### src/rtl/serdes_pkg.sv
// Shared definitions for the serializer/deserializer pair: FSM state
// encoding and the frame-position counter width.
package serdes_pkg;

  typedef enum logic {
    IDLE = 1'b0,
    SEND = 1'b1
  } state_e;

  // Width of a counter that indexes n words (n is at least 2, so >= 1 bit).
  function automatic int unsigned cnt_width(input int unsigned n);
    return $clog2(n);
  endfunction

  localparam int unsigned N_SAMPLES_DEF = 8;
  localparam int unsigned CNT_W_DEF     = cnt_width(N_SAMPLES_DEF);

endpackage

### src/rtl/wrap_counter.sv
// Modulo counter with enable and synchronous active-low reset. The wrap at
// MODULUS-1 is an explicit compare, so non-power-of-2 moduli never run past
// their last legal value.
module wrap_counter
  import serdes_pkg::*;
#(
  parameter int unsigned MODULUS = 8,
  parameter int unsigned W       = cnt_width(MODULUS)
) (
  input  logic         clk_i,
  input  logic         rst_ni,
  input  logic         en_i,
  output logic [W-1:0] count_o,
  output logic         at_max_o
);

  localparam logic [W-1:0] MAX = W'(MODULUS - 1);

  logic [W-1:0] count_q;
  logic [W-1:0] count_d;

  assign at_max_o = (count_q == MAX);
  assign count_o  = count_q;

  // Next count: advance on enable, return to zero after the last value.
  always_comb begin
    count_d = count_q;
    if (en_i) begin
      count_d = at_max_o ? '0 : count_q + W'(1);
    end
  end

  // Count register.
  always_ff @(posedge clk_i) begin
    if (!rst_ni) begin
      count_q <= '0;
    end else begin
      count_q <= count_d;
    end
  end

endmodule

### src/rtl/serializer.sv
// Frame serializer: captures N_SAMPLES words in one recv transfer and plays
// them out one word per send transfer, word 0 first. recv_rdy and send_val
// are decoded purely from state, so capture and send never overlap.
module serializer
  import serdes_pkg::*;
#(
  parameter int unsigned BIT_WIDTH = 32,
  parameter int unsigned N_SAMPLES = N_SAMPLES_DEF
) (
  input  logic                 clk,
  input  logic                 reset,
  input  logic [BIT_WIDTH-1:0] recv_msg [N_SAMPLES-1:0],
  input  logic                 recv_val,
  output logic                 recv_rdy,
  output logic [BIT_WIDTH-1:0] send_msg,
  output logic                 send_val,
  input  logic                 send_rdy
);

  localparam int unsigned CNT_W = cnt_width(N_SAMPLES);

  state_e               state_q;
  state_e               state_d;
  logic [BIT_WIDTH-1:0] frame_q [N_SAMPLES-1:0];
  logic [CNT_W-1:0]     count;
  logic                 at_max;
  logic                 recv_fire;
  logic                 send_fire;

  assign recv_fire = recv_val && recv_rdy;
  assign send_fire = send_val && send_rdy;

  // Word position within the frame; it sits at zero whenever the block is
  // idle, so a fresh capture always starts from word 0.
  wrap_counter #(
    .MODULUS (N_SAMPLES),
    .W       (CNT_W)
  ) u_count (
    .clk_i    (clk),
    .rst_ni   (reset),
    .en_i     (send_fire),
    .count_o  (count),
    .at_max_o (at_max)
  );

  // State register.
  always_ff @(posedge clk) begin
    if (!reset) begin
      state_q <= IDLE;
    end else begin
      state_q <= state_d;
    end
  end

  // Frame register: loaded only on the capture edge, so later recv_msg
  // activity cannot disturb the frame being sent.
  always_ff @(posedge clk) begin
    if (!reset) begin
      for (int i = 0; i < int'(N_SAMPLES); i++) begin
        frame_q[i] <= '0;
      end
    end else if (recv_fire) begin
      frame_q <= recv_msg;
    end
  end

  // Next-state and handshake outputs.
  always_comb begin
    state_d  = state_q;
    recv_rdy = 1'b0;
    send_val = 1'b0;
    send_msg = '0;
    unique case (state_q)
      IDLE: begin
        recv_rdy = 1'b1;
        if (recv_val) begin
          state_d = SEND;
        end
      end
      SEND: begin
        send_val = 1'b1;
        send_msg = frame_q[count];
        if (send_rdy && at_max) begin
          state_d = IDLE;
        end
      end
      default: state_d = IDLE;
    endcase
  end

endmodule
### config.mk
export PLATFORM = sky130hd
export DESIGN_NAME = serializer
export DESIGN_NICKNAME = d
export VERILOG_FILES = /design/src/rtl/serdes_pkg.sv /design/src/rtl/wrap_counter.sv /design/src/rtl/serializer.sv
export SDC_FILE = /design/constraint.sdc
export NUM_CORES = 1
export LEC_CHECK = 0
export ABC_AREA = 1
export BUFFER_PORTS_ARGS = -buffer_cell sky130_fd_sc_hd__buf_4
export CORE_MARGIN = 8
export CORE_UTILIZATION = 55
export CTS_BUF_LIST = sky130_fd_sc_hd__clkbuf_4
export DETAILED_ROUTE_END_ITERATION = 8
export GPL_TIMING_DRIVEN = 0
export HOLD_SLACK_MARGIN = 0.12
export PLACE_DENSITY = 0.9
export REMOVE_ABC_BUFFERS = 1
export SLEW_MARGIN = 40
export SYNTH_ARGS = -nofsm -noshare
export SYNTH_HDL_FRONTEND = slang
export SYNTH_SLANG_ARGS = --single-unit
export TNS_END_PERCENT = 50
### constraint.sdc
create_clock -name clk -period 1.54 [get_ports clk]
set_input_delay 0.154 -clock clk [delete_from_list [all_inputs] [get_ports clk]]
set_output_delay 0.154 -clock clk [all_outputs]
set_load 0.03 [all_outputs]
==> results.json, run 1 <==
{
  "synth-edff-count": 0,
  "yosysTopAreaCell": "dfxtp_1",
  "yosysSeqAreaShare": 0.444,
  "cts_max_level": 3,
  "die_h_um": 162,
  "port_buffers": 293,
  "ys_warn_count": 0,
  "synth_top_area_share": 0.444,
  "rows": 53,
  "clock_sinks": 260,
  "grt_max_degree": 121,
  "synth_area_leaders": "dfxtp_1 (44%), a21oi_1 (11%), nand2_1 (10%)",
  "gp_congestion": 0.816,
  "ys_seq_elements": 260,
  "synthArstFlopShare": 0,
  "start_util": 0.560,
  "lastStage": "5_1_grt",
  "dp.cells": 2176,
  "synth_common_cells": "nand2_1 (321), dfxtp_1 (260), inv_1 (260)",
  "error_line": "[ERROR DPL-0038] Utilization greater than 100%, impossible to legalize",
  "status": "did not finish",
  "ys_types": 19,
  "grt_repair_worst_endpoint": "send_msg[28]",
  "cts_buffers": 70,
  "syn_area_um2": 11700,
  "dp_slack_ns": -0.676,
  "synth.most_common_cell": "nand2_1",
  "dieWidth_um": 162,
  "avgSynthCellArea_um2": 6.78,
  "synth_flop_cell": "dfxtp_1",
  "cts_buffer_depth": 3,
  "io_pins": 294,
  "syn_inst": 1731,
  "worst-ep-kind": "primary output",
  "dp_hpwl_mm": 22.0,
  "clockRootBuffer": "clkbuf_4"
}
## metrics by stage
step / cell area, µm² / utilization
2_1_floorplan: 11100 / -
3_3_place_gp: 13600 / 0.650
3_5_place_dp: 14000 / 0.669
4_1_cts: 18800 / 0.899
## repair_timing
item / in CTS
pin swaps: 43
setup buffers: 20
hold buffers: 259
setup endpoints to repair: 274
gates cloned: 30
resized for setup: 159
endpoints found under the hold margin: 260
## cells by family after synthesis
group / synth area share
flops: 0.444
simple gates: 0.195
fa+ha+maj: 0.00213
buf+inv: 0.139
compound gates: 0.220
==> run 2, diff against run 1 <==
--- a/config.mk
+++ b/config.mk
@@ -8,12 +8,10 @@
 export ABC_AREA = 1
 export BUFFER_PORTS_ARGS = -buffer_cell sky130_fd_sc_hd__buf_4
 export CORE_MARGIN = 8
-export CORE_UTILIZATION = 55
-export CTS_BUF_LIST = sky130_fd_sc_hd__clkbuf_4
+export CORE_UTILIZATION = 40
 export DETAILED_ROUTE_END_ITERATION = 8
 export GPL_TIMING_DRIVEN = 0
-export HOLD_SLACK_MARGIN = 0.12
-export PLACE_DENSITY = 0.9
+export PLACE_DENSITY_LB_ADDON = 0.15
 export REMOVE_ABC_BUFFERS = 1
 export SLEW_MARGIN = 40
 export SYNTH_ARGS = -nofsm -noshare
==> results.json, run 2 <==
{
  "status": "finished, violations left",
  "violations": "negative setup slack",
  "ys_types": 19,
  "arrival_ns": 1.98,
  "power_density_nw_per_um2": 951,
  "comb_power_share": 0.246,
  "synth_common_cells": "nand2_1 (321), dfxtp_1 (260), inv_1 (260)",
  "cp_num_cells": 9,
  "synth_top_area_share": 0.444,
  "switchingPower_mw": 5.39,
  "rsz0062_at_grt": "yes",
  "grt.overflow.total": 0,
  "cts_max_level": 1,
  "tightest_slew_ns": 0.422,
  "ys_seq_elements": 260,
  "clock_latency_ns": 0.55,
  "syn2layout_area_growth_pct": 70.0,
  "core_area_um2": 28800,
  "cts_buffer_depth": 3,
  "wl_per_cell_um": 18.6,
  "intPower_mw": 13.6,
  "largest_register_ffs": 256,
  "slew_violations": 0,
  "yosysSeqAreaShare": 0.444,
  "start_util": 0.408,
  "slowest_stage": "dfxtp_4",
  "ys_warn_count": 0,
  "max_stage_delay_ns": 0.37,
  "avgViaCountPerCell": 5.12,
  "critical_path.cell_chain": "buf_12 > clkbuf_16 > clkbuf_16 > nand2_1 > nand3_1 > nand2_1 > nor2_1 > nor2_1 > buf_4",
  "cellLeakagePower_nw": 8.95,
  "avgSynthCellArea_um2": 6.78,
  "synth.most_common_cell": "nand2_1",
  "fin_ws_ns": -0.592,
  "clockRootBuffer": "clkbuf_16",
  "drt_pass1_iterations": 5,
  "synth_top_family_by_area": "compound AO/OA/AOI/OAI gates",
  "synth_compound_area_frac": 0.220,
  "track_usage": 0.251,
  "syn_area_um2": 11700,
  "synth-simple-area-share": 0.195,
  "path_class": "reg2out",
  "p_clk_frac": 0.363,
  "dp_hpwl_mm": 22.0,
  "vias": 13755,
  "period_needed_ns": 2.13,
  "path_max_fanout": 4,
  "wirelength_mm": 49.8,
  "setup_viol": 36,
  "dieWidth_um": 187,
  "nets": 2535,
  "io_pins": 294,
  "swShare": 0.284,
  "holdPathStages": 4,
  "irDropWorstVdd_v": 0.000837,
  "antenna_found_initial": 5,
  "sequentialPowerShare": 0.391,
  "fill_cells": 2250,
  "clk_transition_reported_paths_ns": 0.06,
  "synth-xor-area-share": 0,
  "final_common_cell": "buf_4",
  "path_buf_inv": 4,
  "cts_buffers": 30,
  "largest_register": "frame_q",
  "dp.cells": 2285,
  "dieArea_um2": 35100,
  "synth_fa_ha_area_frac": 0.00213,
  "drcViolationCount": 0,
  "startpoint_type": "register",
  "die_h_um": 187,
  "slew_headroom": 0.719,
  "synthArstFlopShare": 0,
  "synth-edff-count": 0,
  "yosysTopAreaCell": "dfxtp_1",
  "cp-end-kind": "output port",
  "hp-class": "in2reg",
  "port_buffers": 293,
  "r2r_cells": 9,
  "grt_max_degree": 107,
  "syn_inst": 1731,
  "fin_crit_sh": 1.38,
  "grt_pass1_wl_mm": 72.2,
  "maxCapViolCount": 0,
  "drt_iter0_markers": 905,
  "synth_flop_cell": "dfxtp_1",
  "synth_area_leaders": "dfxtp_1 (44%), a21oi_1 (11%), nand2_1 (10%)",
  "drive_above_1_share": 0.238,
  "muxShareOfSynthArea": 0,
  "hold_viol_final": 0,
  "postRouteAntennaNets": 0,
  "place_area_um2": 14200,
  "first_global_vias": 13446,
  "final_area_um2": 19900,
  "gp_congestion": 0.777,
  "clock_sinks": 260,
  "finalNonFillerCells": 2685,
  "rows": 62,
  "cp.required_ns": 1.39,
  "fmax_mhz": 469,
  "final_cell_mix": "buf_4 (290), nand2_1 (277), dlygate4sd3_1 (259), inv_1 (258), a21oi_1 (257)",
  "fin_skew_ns": 0.0154,
  "cp_top_family": "buffers and inverters",
  "cts_tree": "built"
}
## run 2: cell counts after synthesis
No cell type changed its count.
## run 2: worst register-to-register path: stages (launching register included)
cell	delay [ns]
dfxtp_4	0.37
buf_6	0.13
buf_12	0.14
buf_16	0.15
buf_6	0.12
ha_4	0.15
ha_4	0.15
inv_2	0.05
a21oi_1	0.05
a211oi_1	0.17
## run 2: cell families (layout without fill, tap and decap cells)
group	Yosys count	after routing
simple gates	553	555
fa+ha+maj	2	2
other cells	0	5
buf+inv	400	963
compound gates	516	516
flops	260	260
## run 2: through the flow
stage	TNS, ns	util	worst slack (ns)	power [mW]	hold slack (ns)
6_report	-16.40	0.693	-0.592	19.0	0.418
5_1_grt	-19.37	0.693	-0.660	19.8	0.437
4_1_cts	-17.13	0.660	-0.562	18.6	0.404
3_5_place_dp	-117.05	0.493	-0.744	10.5	0.428
3_3_place_gp	-1354.99	0.478	-7.74	10.5	0.418
2_1_floorplan	-773.40	-	-3.48	9.25	0.273
## run 2: per-layer routing
metal | vias to the layer above | GRT usage | part of all wire
li1 | 6656 | - | -
met1 | 6432 | 0.311 | 0.41
met2 | 538 | 0.431 | 0.48
met3 | 129 | 0.0436 | 0.069
met4 | 0 | 0.0861 | 0.040
met5 | - | 0 | 0
## run 2: layout make-up
| class | count | area (µm²) | area share |
|---|---|---|---|
| Antenna cell | 5 | 12.5 | 0.000627 |
| Clock buffer | 46 | 912 | 0.0457 |
| Clock inverter | 9 | 47.5 | 0.00238 |
| Inverter | 262 | 1030 | 0.0518 |
| Multi-Input combinational cell | 1073 | 5360 | 0.269 |
| Sequential cell | 260 | 5220 | 0.262 |
| Tap cell | 384 | 480 | 0.0241 |
| Timing Repair Buffer | 641 | 6830 | 0.342 |
| Timing Repair inverter | 5 | 56.3 | 0.00282 |
## run 2: what timing repair did
| item | in CTS | in global routing |
|---|---|---|
| hold endpoints to repair | 260 | 0 |
| hold buffers | 259 | 0 |
| pin swaps | 21 | 59 |
| gates cloned | 32 | 19 |
| setup buffers | 26 | 4 |
| resized for setup | 86 | 163 |
| endpoints found under the setup margin | 269 | 185 |
## run 2: final timing paths
path / start / endpoint / slack [ns]
worst max-delay path: u_count.count_o[0]$_SDFFE_PN0P_ / send_msg[12] / -0.59
worst min-delay path: recv_msg[135] / frame_q[135]$_SDFFE_PN0P_ / 0.42
worst max register to register: u_count.count_o[0]$_SDFFE_PN0P_ / u_count.count_o[1]$_SDFFE_PN0P_ / -0.05
worst min register to register: frame_q[142]$_SDFFE_PN0P_ / frame_q[142]$_SDFFE_PN0P_ / 0.45
## run 2: power groups by stage
stage                     Combinational [mW]  Clock, mW  Sequential (mW)
after detailed placement                2.91          0             7.60
after global routing                    5.03       7.28             7.46
after floorplan                         1.65          0             7.60
after CTS                               4.17       6.99             7.41
after global placement                  2.78          0             7.72
final                                   4.66       6.89             7.41
Note: power is estimated with default switching activity, not from simulation.
